<file path="src/rtl/rgbw_pwm_gen_pkg.sv">
// rtl/rgbw_pwm_gen_pkg.sv - shared constants and state encoding for the RGBW PWM generator
package rgbw_pwm_gen_pkg;

    localparam logic [7:0] PWM_PERIOD_MAX = 8'd254;
    localparam logic [8:0] PWM_PERIOD     = 9'd255;

    localparam logic [7:0] PWM_OFS_R = 8'd0;
    localparam logic [7:0] PWM_OFS_G = 8'd64;
    localparam logic [7:0] PWM_OFS_B = 8'd128;
    localparam logic [7:0] PWM_OFS_W = 8'd192;

    typedef enum logic {
        ST_IDLE = 1'b0,
        ST_RUN  = 1'b1
    } pwm_state_e;

endpackage

</file>
<file path="src/rtl/pwm_channel.sv">
// rtl/pwm_channel.sv - one PWM channel: shadow/active duty, phase offset and output flop
module pwm_channel
    import rgbw_pwm_gen_pkg::*;
#(
    parameter logic [7:0] OFFSET = 8'd0
) (
    input  logic       clk,
    input  logic       reset,
    input  logic       i_tick,
    input  logic       i_load_active,
    input  logic       i_load_shadow,
    input  logic       i_apply_shadow,
    input  logic [7:0] i_duty,
    input  logic [7:0] i_count,
    output logic       o_pwm
);

    logic [7:0] r_shadow;
    logic [7:0] r_active;
    logic       r_pwm;
    logic [8:0] w_sum;
    logic [7:0] w_phase;

    // Counter never exceeds 254, so a single conditional subtract is a full mod 255.
    assign w_sum   = {1'b0, i_count} + {1'b0, OFFSET};
    assign w_phase = (w_sum >= PWM_PERIOD) ? 8'(w_sum - PWM_PERIOD) : w_sum[7:0];

    always_ff @(posedge clk) begin
        if (reset) begin
            r_shadow <= 8'd0;
            r_active <= 8'd0;
            r_pwm    <= 1'b0;
        end else begin
            if (i_tick) begin
                r_pwm <= (w_phase < r_active);
            end
            if (i_load_active) begin
                r_active <= i_duty;
            end else if (i_apply_shadow) begin
                r_active <= r_shadow;
            end
            if (i_load_shadow) begin
                r_shadow <= i_duty;
            end
        end
    end

    assign o_pwm = r_pwm;

endmodule

</file>
<file path="src/rtl/rgbw_pwm_gen.sv">
// rtl/rgbw_pwm_gen.sv - four-channel double-buffered PWM top; RGBW_PWM_STAGGER_EN staggers channel phases
module rgbw_pwm_gen
    import rgbw_pwm_gen_pkg::*;
(
    input  logic       clk,
    input  logic       reset,
    input  logic       clk_half,
    input  logic       load,
    input  logic [7:0] duty_r,
    input  logic [7:0] duty_g,
    input  logic [7:0] duty_b,
    input  logic [7:0] duty_w,
    output logic       pwm_r,
    output logic       pwm_g,
    output logic       pwm_b,
    output logic       pwm_w,
    output logic       period_sync,
    output logic       pending
);

`ifdef RGBW_PWM_STAGGER_EN
    localparam logic [7:0] OFS_R = PWM_OFS_R;
    localparam logic [7:0] OFS_G = PWM_OFS_G;
    localparam logic [7:0] OFS_B = PWM_OFS_B;
    localparam logic [7:0] OFS_W = PWM_OFS_W;
`else
    localparam logic [7:0] OFS_R = 8'd0;
    localparam logic [7:0] OFS_G = 8'd0;
    localparam logic [7:0] OFS_B = 8'd0;
    localparam logic [7:0] OFS_W = 8'd0;
`endif

    pwm_state_e r_state;
    pwm_state_e w_state_next;
    logic [7:0] r_count;
    logic       r_pending;
    logic       r_period_sync;

    logic       w_tick;
    logic       w_wrap;
    logic       w_load_active;
    logic       w_load_shadow;
    logic       w_apply_shadow;

    always_ff @(posedge clk) begin
        if (reset) begin
            r_state <= ST_IDLE;
        end else begin
            r_state <= w_state_next;
        end
    end

    always_comb begin
        w_state_next = r_state;
        if (r_state == ST_IDLE && load) begin
            w_state_next = ST_RUN;
        end
    end

    // A load landing on the wrap tick bypasses the shadow so it takes effect next period.
    always_comb begin
        w_tick         = 1'b0;
        w_wrap         = 1'b0;
        w_load_active  = 1'b0;
        w_load_shadow  = 1'b0;
        w_apply_shadow = 1'b0;
        if (r_state == ST_IDLE) begin
            w_load_active = load;
        end else begin
            w_tick         = clk_half;
            w_wrap         = clk_half && (r_count == PWM_PERIOD_MAX);
            w_load_active  = load && w_wrap;
            w_load_shadow  = load && !w_wrap;
            w_apply_shadow = w_wrap && r_pending;
        end
    end

    always_ff @(posedge clk) begin
        if (reset) begin
            r_count       <= 8'd0;
            r_pending     <= 1'b0;
            r_period_sync <= 1'b0;
        end else begin
            r_period_sync <= w_wrap;
            if (w_wrap) begin
                r_count <= 8'd0;
            end else if (w_tick) begin
                r_count <= r_count + 8'd1;
            end
            if (w_load_shadow) begin
                r_pending <= 1'b1;
            end else if (w_wrap) begin
                r_pending <= 1'b0;
            end
        end
    end

    pwm_channel #(.OFFSET(OFS_R)) u_ch_r (
        .clk(clk), .reset(reset), .i_tick(w_tick), .i_load_active(w_load_active),
        .i_load_shadow(w_load_shadow), .i_apply_shadow(w_apply_shadow),
        .i_duty(duty_r), .i_count(r_count), .o_pwm(pwm_r)
    );

    pwm_channel #(.OFFSET(OFS_G)) u_ch_g (
        .clk(clk), .reset(reset), .i_tick(w_tick), .i_load_active(w_load_active),
        .i_load_shadow(w_load_shadow), .i_apply_shadow(w_apply_shadow),
        .i_duty(duty_g), .i_count(r_count), .o_pwm(pwm_g)
    );

    pwm_channel #(.OFFSET(OFS_B)) u_ch_b (
        .clk(clk), .reset(reset), .i_tick(w_tick), .i_load_active(w_load_active),
        .i_load_shadow(w_load_shadow), .i_apply_shadow(w_apply_shadow),
        .i_duty(duty_b), .i_count(r_count), .o_pwm(pwm_b)
    );

    pwm_channel #(.OFFSET(OFS_W)) u_ch_w (
        .clk(clk), .reset(reset), .i_tick(w_tick), .i_load_active(w_load_active),
        .i_load_shadow(w_load_shadow), .i_apply_shadow(w_apply_shadow),
        .i_duty(duty_w), .i_count(r_count), .o_pwm(pwm_w)
    );

    assign period_sync = r_period_sync;
    assign pending     = r_pending;

endmodule

</file>
<file path="config.mk">
export PLATFORM = sky130hd
export DESIGN_NAME = rgbw_pwm_gen
export DESIGN_NICKNAME = d
export VERILOG_FILES = /design/src/rtl/rgbw_pwm_gen_pkg.sv /design/src/rtl/pwm_channel.sv /design/src/rtl/rgbw_pwm_gen.sv
export SDC_FILE = /design/constraint.sdc
export NUM_CORES = 1
export LEC_CHECK = 0
export BUFFER_PORTS_ARGS = -buffer_cell sky130_fd_sc_hd__buf_2
export CELL_PAD_IN_SITES_DETAIL_PLACEMENT = 1
export CELL_PAD_IN_SITES_GLOBAL_PLACEMENT = 2
export CORE_ASPECT_RATIO = 0.8
export CORE_UTILIZATION = 36
export DETAILED_ROUTE_END_ITERATION = 7
export PLACE_DENSITY = 0.9
export SETUP_SLACK_MARGIN = 0.5
export SYNTH_ARGS = -nofsm -noshare
export SYNTH_HDL_FRONTEND = slang
export SYNTH_SLANG_ARGS = --single-unit
</file>
<file path="constraint.sdc">
create_clock -name clk -period 3 [get_ports clk]
set_clock_uncertainty 0.2 [all_clocks]
set_input_delay 0.15 -clock clk [delete_from_list [all_inputs] [get_ports clk]]
set_output_delay 0.15 -clock clk [all_outputs]
set_load 0.02 [all_outputs]
</file>
=== Yosys cells after proc, flatten, opt, wreduce, memory -nomap -nowiden ===
Index checks and enable logic that the tools add are counted.

* Output and inout port bits: 6
* Input port bits: 36
* Register bits: 79
* Logic and storage cells: 50

* Add/subtract/negate cells: 2
* Mux-type cells: 16
* Reductions and logical operators: 9
* Bitwise operators: 1
* Equality and inequality tests: 1
* Magnitude comparators: 5

{| class="wikitable"
|+ Operators with widths
! kind !! number
|-
| 8-bit 2-to-1 mux || 9
|-
| 8-bit < comparator || 4
|-
| 8-bit by 1-bit adder with 8-bit output, second input constant || 1
|-
| 8-bit equality test, second input constant || 1
|-
| 8-bit greater-or-equal comparator, second input constant || 1
|-
| 8-bit subtractor, second input constant || 1
|-
| 1-bit 2-to-1 mux || 7
|-
| 1-bit logical AND || 5
|-
| 2-bit nonzero test || 2
|-
| 2-bit OR reduction || 1
|-
| 1-bit zero test || 1
|-
| 1-bit inverter || 1
|}

=== Logic depth before layout (Yosys ltp) ===
* Depth in word-level cells: 6
* Gate-level depth with buffers: 10
* Depth with buffers taken out: 9

=== Modules after synthesis ===
From an unflattened synthesis, not the netlist that was laid out.

* Cells, all modules: 514
* Area total of the unflattened synthesis: 4430.5 sq um

{| class="wikitable"
|+ By module, submodules not included
! module !! seq. area each (sq um) !! area an instance (sq um) !! cells an instance !! instances
|-
| pwm_channel || 340.3 || 979.7 || 114 || 4
|-
| rgbw_pwm_gen || 220.2 || 511.7 || 58 || 1
|}

=== Worst setup path after synthesis ===
Ideal clock, no wire load.

* Path type: reg-to-reg
* Start: register r_count[0]
* End: register u_ch_g.r_pwm, in the netlist u_ch_g.o_pwm
* Data arrival time: 2.250 ns
* Library setup time: 0.095 ns
* Required time: 2.705 ns
* Path buffers: 0
* Slack: 0.455 ns
* Stages on the path, launching flop included: 9
* Period minus slack after synthesis: 2.545 ns
* Cells stage by stage: dfxtp_1 > ha_1 > nand4_1 > or3_1 > and2_1 > ha_1 > a211oi_1 > nand4_1 > a221oi_1

* Word-level cells in the longest chain between the ends: 3

{| class="wikitable"
|+ RTL lines
! element !! RTL line !! RTL
|-
| start: declaration || rgbw_pwm_gen.sv:35 || <nowiki>logic [7:0] r_count;</nowiki>
|-
| start signal: assignment || rgbw_pwm_gen.sv:88 || <nowiki>r_count <= r_count + 8'd1;</nowiki>
|-
| 8-bit subtractor or 8-bit greater-or-equal comparator (tied branches) || pwm_channel.sv:26 || <nowiki>assign w_phase = (w_sum >= PWM_PERIOD) ? 8'(w_sum - PWM_PERIOD) : w_sum[7:0];</nowiki>
|-
| 8-bit 2-to-1 mux * || pwm_channel.sv:26 ||
|-
| 8-bit < comparator * || pwm_channel.sv:35 || <nowiki>r_pwm <= (w_phase < r_active);</nowiki>
|-
| end signal: assignment || pwm_channel.sv:35 ||
|-
| end: declaration || pwm_channel.sv:20 || <nowiki>logic r_pwm;</nowiki>
|}

Mark *: on every way between the ends. The rest lies on a longest branch, timed or not.
A chain may end at the register's enable or synchronous reset.

=== Worst setup path after layout ===
* Start: register r_count[7]
* End: register u_ch_w.r_pwm, in the netlist u_ch_w.o_pwm

* Word-level cells in the longest chain between the ends: 3

{| class="wikitable"
|+ RTL lines
! element !! RTL line
|-
| 8-bit subtractor or 8-bit greater-or-equal comparator (tied branches) || pwm_channel.sv:26
|-
| 8-bit 2-to-1 mux * || pwm_channel.sv:26
|-
| 8-bit < comparator * || pwm_channel.sv:35
|-
| end signal: assignment || pwm_channel.sv:35
|-
| end: declaration || pwm_channel.sv:20
|}

Marked as above.

==> flow_metrics.env <==
export IMPL_yosysSeqAreaShare_pct=39.45
export IMPL_syn_area_per_cell_sq_um=8.529
export IMPL_r2r_cells=8
export IMPL_seq_area_sq_um=1597
export IMPL_clockBufferDepth=2
export IMPL_crit_required_ns=3.05
export IMPL_yosys_area_top_type_share_pct=39.45
export IMPL_status="finished clean"
export IMPL_synth_seq_cells=79
export IMPL_io_buffers=41
export IMPL_postLayoutCoreUtil_pct=48.19
export IMPL_die_w_um=120.0
export IMPL_synth_warnings=0
export IMPL_fin_area_sq_um=5228
export IMPL_critPathTopFamily="simple AND/OR/NAND/NOR gates"
export IMPL_grt_pass1_wl_um=20360
export IMPL_hold_path_cell_count=4
export IMPL_drtAntennaViolNets=0
export IMPL_p_leak_nw=2.301
export IMPL_timing_rr_start="r_count[7]"
export IMPL_power_frac_seq_pct=44.0
export IMPL_drive_above_1_share_pct=19.38
export IMPL_synth_top_family_by_area="compound AO/OA/AOI/OAI gates"
export IMPL_synth_fp_nets=536
export IMPL_synth_mux_area_share_pct=8.240
export IMPL_globalRoute_totalOverflow=0
export IMPL_hp_start="clk_half"
export IMPL_whs_ns=0.1541
export IMPL_io_pins=42
export IMPL_critPathMaxStageDelay_ns=0.44
export IMPL_r2r_end="u_ch_w.o_pwm"
export IMPL_coreArea_sq_um=10850
export IMPL_pwr_share_comb_pct=13.9
export IMPL_post_route_period_util_pct=85.64
export IMPL_pre_cts_slack_ns=0.1936
export IMPL_ys_types=36
export IMPL_synthAdderAreaFrac_pct=9.363
export IMPL_htreeDepth=3
export IMPL_fin_ws_ns=0.4307
export IMPL_synthCells=470
export IMPL_final_min_clock_period_ns=2.569
export IMPL_multiInputGateArea_sq_um=2347
export IMPL_grt_usage_pct=23.29
export IMPL_grt_start_max_net_pins=40
export IMPL_synth_xor_area_share_pct=1.311
export IMPL_die_h_um=96.39
export IMPL_slew_viol_final=0
export IMPL_antenna_found_initial=0
export IMPL_cp_common_cell="nand4_1"
export IMPL_path_class="flop to flop"
export IMPL_start_kind="flop"
export IMPL_cts_tree="done"
export IMPL_drc=0
export IMPL_grt_pass1_vias=3947
export IMPL_insertion_delay_ns=0.34
export IMPL_cellPowerDensity_nw_per_um2=500.4
export IMPL_synth_edf_count=0
export IMPL_endpoint_kind="flop"
export IMPL_switching_power_mw=0.6742
export IMPL_synth_area_leaders="dfxtp_1 39%, ha_1 9.4%, a21oi_1 9.1%, mux2i_1 8.2%, nand2_1 7.3%"
export IMPL_maxCapViolations=0
export IMPL_place_area_sq_um=4367
export IMPL_cts_buffers=9
export IMPL_cp_max_fo=4
export IMPL_area_growth_pct=30.40
export IMPL_root_buffer="clkbuf_16"
export IMPL_clock_sinks=79
export IMPL_min_to="r_count[4]"
export IMPL_cp_arrival_ns=2.62
export IMPL_die_area_sq_um=11560
export IMPL_crit_chain="and4_4 -> nand4_1 -> or3_4 -> and2_4 -> ha_4 -> a211oi_2 -> nand4_1 -> a221oi_2"
export IMPL_switching_share_pct=25.77
export IMPL_pwr_share_clk_pct=42.1
export IMPL_crit_slowest_cell="or3_4"
export IMPL_drt_iter0_drc=155
export IMPL_routed_wirelength_um=12990
export IMPL_instances_no_fill=696
export IMPL_wl_per_cell_um=18.67
export IMPL_critPathBufInv=0
export IMPL_tightest_slew_ns=0.6816
export IMPL_synth_compound_area_share_pct=20.66
export IMPL_fillers=1268
export IMPL_power_mw=2.616
export IMPL_setup_viol=0
export IMPL_yosys_area_share_simple_pct=14.76
export IMPL_layout_nets=616
export IMPL_hold_violations=0
export IMPL_synth_top_area_cell="dfxtp_1"
export IMPL_dp_cells=640
export IMPL_peakVddDrop_uv=262.5
export IMPL_drt_pass1_iterations=5
export IMPL_min_path_type="input port to flop"
export IMPL_synth_ff_type="dfxtp_1"
export IMPL_ff2ff_setup_slack_ns=0.43
export IMPL_via_count=3794
export IMPL_yosysMostFrequentCell="dfxtp_1"
export IMPL_start_util_pct=36.96
export IMPL_vias_per_cell=5.451
export IMPL_grt_setup_unrepaired="yes"
export IMPL_p_int_mw=1.942
export IMPL_setup_tns_final_ns=0
export IMPL_synthTopCellsByCount="79 x dfxtp_1, 78 x nand2_1, 73 x a21oi_1"
export IMPL_fmaxAchievable_mhz=389.2
export IMPL_dp_hpwl_um=8078
export IMPL_synthArstFlopShare_pct=0
export IMPL_timing_slew_headroom_pct=54.56
export IMPL_path_clk_slew_ns=0.06
export IMPL_n_antenna_cell=0
export IMPL_syn_area_sq_um=4009
export IMPL_place_congestion=0.9033
export IMPL_num_rows=34
[worst max path at each step]
stage / cells past startpoint / start / endpoint
floorplan: 8 / r_count[3] / u_ch_g.o_pwm
global placement: 9 / r_count[7] / u_ch_g.o_pwm
detailed placement: 9 / r_count[7] / u_ch_b.o_pwm
CTS: 8 / r_count[7] / u_ch_w.o_pwm
global route: 8 / r_count[7] / u_ch_w.o_pwm
finish: 8 / r_count[7] / u_ch_w.o_pwm
[repair_timing]
action | CTS | global route
setup buffers | 3 | 6
endpoints found under the setup margin | 36 | 4
gates cloned | 1 | 0
hold buffers | 33 | 0
pin swaps | 6 | 16
resized for setup | 17 | 17
endpoints found under the hold margin | 65 | 0
[layout by cell type, fill, tap and decap left out, types with 3 or more instances in the layout]
master         netlist  routed
xnor2_1              4       4
nor3_2               0       3
mux2i_1             33      32
buf_4                4      21
o21a_1               5       5
and2_4               0       4
a21oi_1             73      73
o311a_1              3       3
ha_4                 0       5
inv_1               33      33
dlygate4sd3_1        0      33
dfxtp_1             79      73
and2_1               7       3
a211oi_2             0       5
o31ai_1             32      32
dfxtp_4              0       3
nor2_1              15      14
nand3_1              5       5
o211ai_1             3       3
ha_1                30      25
dfxtp_2              0       3
nand4_1             10      10
clkbuf_16            0       9
nand2_1             78      78
buf_2                7      41
[flip-flops by register name, summed over array words and instances, names as in the netlist]
register,count
r_count,8
u_ch_b.r_active,8
u_ch_b.r_shadow,8
u_ch_g.r_active,8
u_ch_g.r_shadow,8
u_ch_r.r_active,8
u_ch_r.r_shadow,8
u_ch_w.r_active,8
u_ch_w.r_shadow,8
pending,1
period_sync,1
r_state,1
u_ch_b.o_pwm,1
u_ch_g.o_pwm,1
u_ch_r.o_pwm,1
u_ch_w.o_pwm,1
[kinds of logic after synthesis]
logic type	count (synthesis)
DFF	79
adders and majority gates	30
muxes	33
and+or+nand+nor	129
buffers and inverters	60
AOI/OAI and AO/OA	133
xor gates and xnor gates	6
[routing by layer]
layer	wire length, um	vias up	track usage, %
met4	219	0	7.813
met3	466	20	4.812
met2	6290	85	42.29
met5	0	-	0
met1	6015	1859	27.55
li1	-	1830	-
[worst reg2reg max path, cell delays in order, from the launching register on]
cell      delay, ns
dfxtp_4        0.36
and4_4         0.21
nand4_1        0.14
or3_4          0.44
and2_4         0.22
ha_4           0.25
a211oi_2       0.18
nand4_1        0.15
a221oi_2       0.32
[power by group through the flow]
| stage | logic [mW] | registers [mW] | clock network [mW] |
|---|---|---|---|
| final | 0.364 | 1.15 | 1.10 |
| after CTS | 0.345 | 1.15 | 1.12 |
| after global routing | 0.401 | 1.16 | 1.16 |
| after floorplan | 0.196 | 1.16 | 0 |
| after detailed placement | 0.303 | 1.17 | 0 |
| after global placement | 0.289 | 1.17 | 0 |
[area by class of cell]
cell class	instances	share of cell area, %
multi-input combinational	332	44.90
sequential	79	30.54
timing repair buffer	95	13.26
clock buffer	12	4.907
tap	144	3.447
inverter	33	2.370
clock inverter	1	0.5744
No activity file was read; power rests on OpenSTA's default activity.
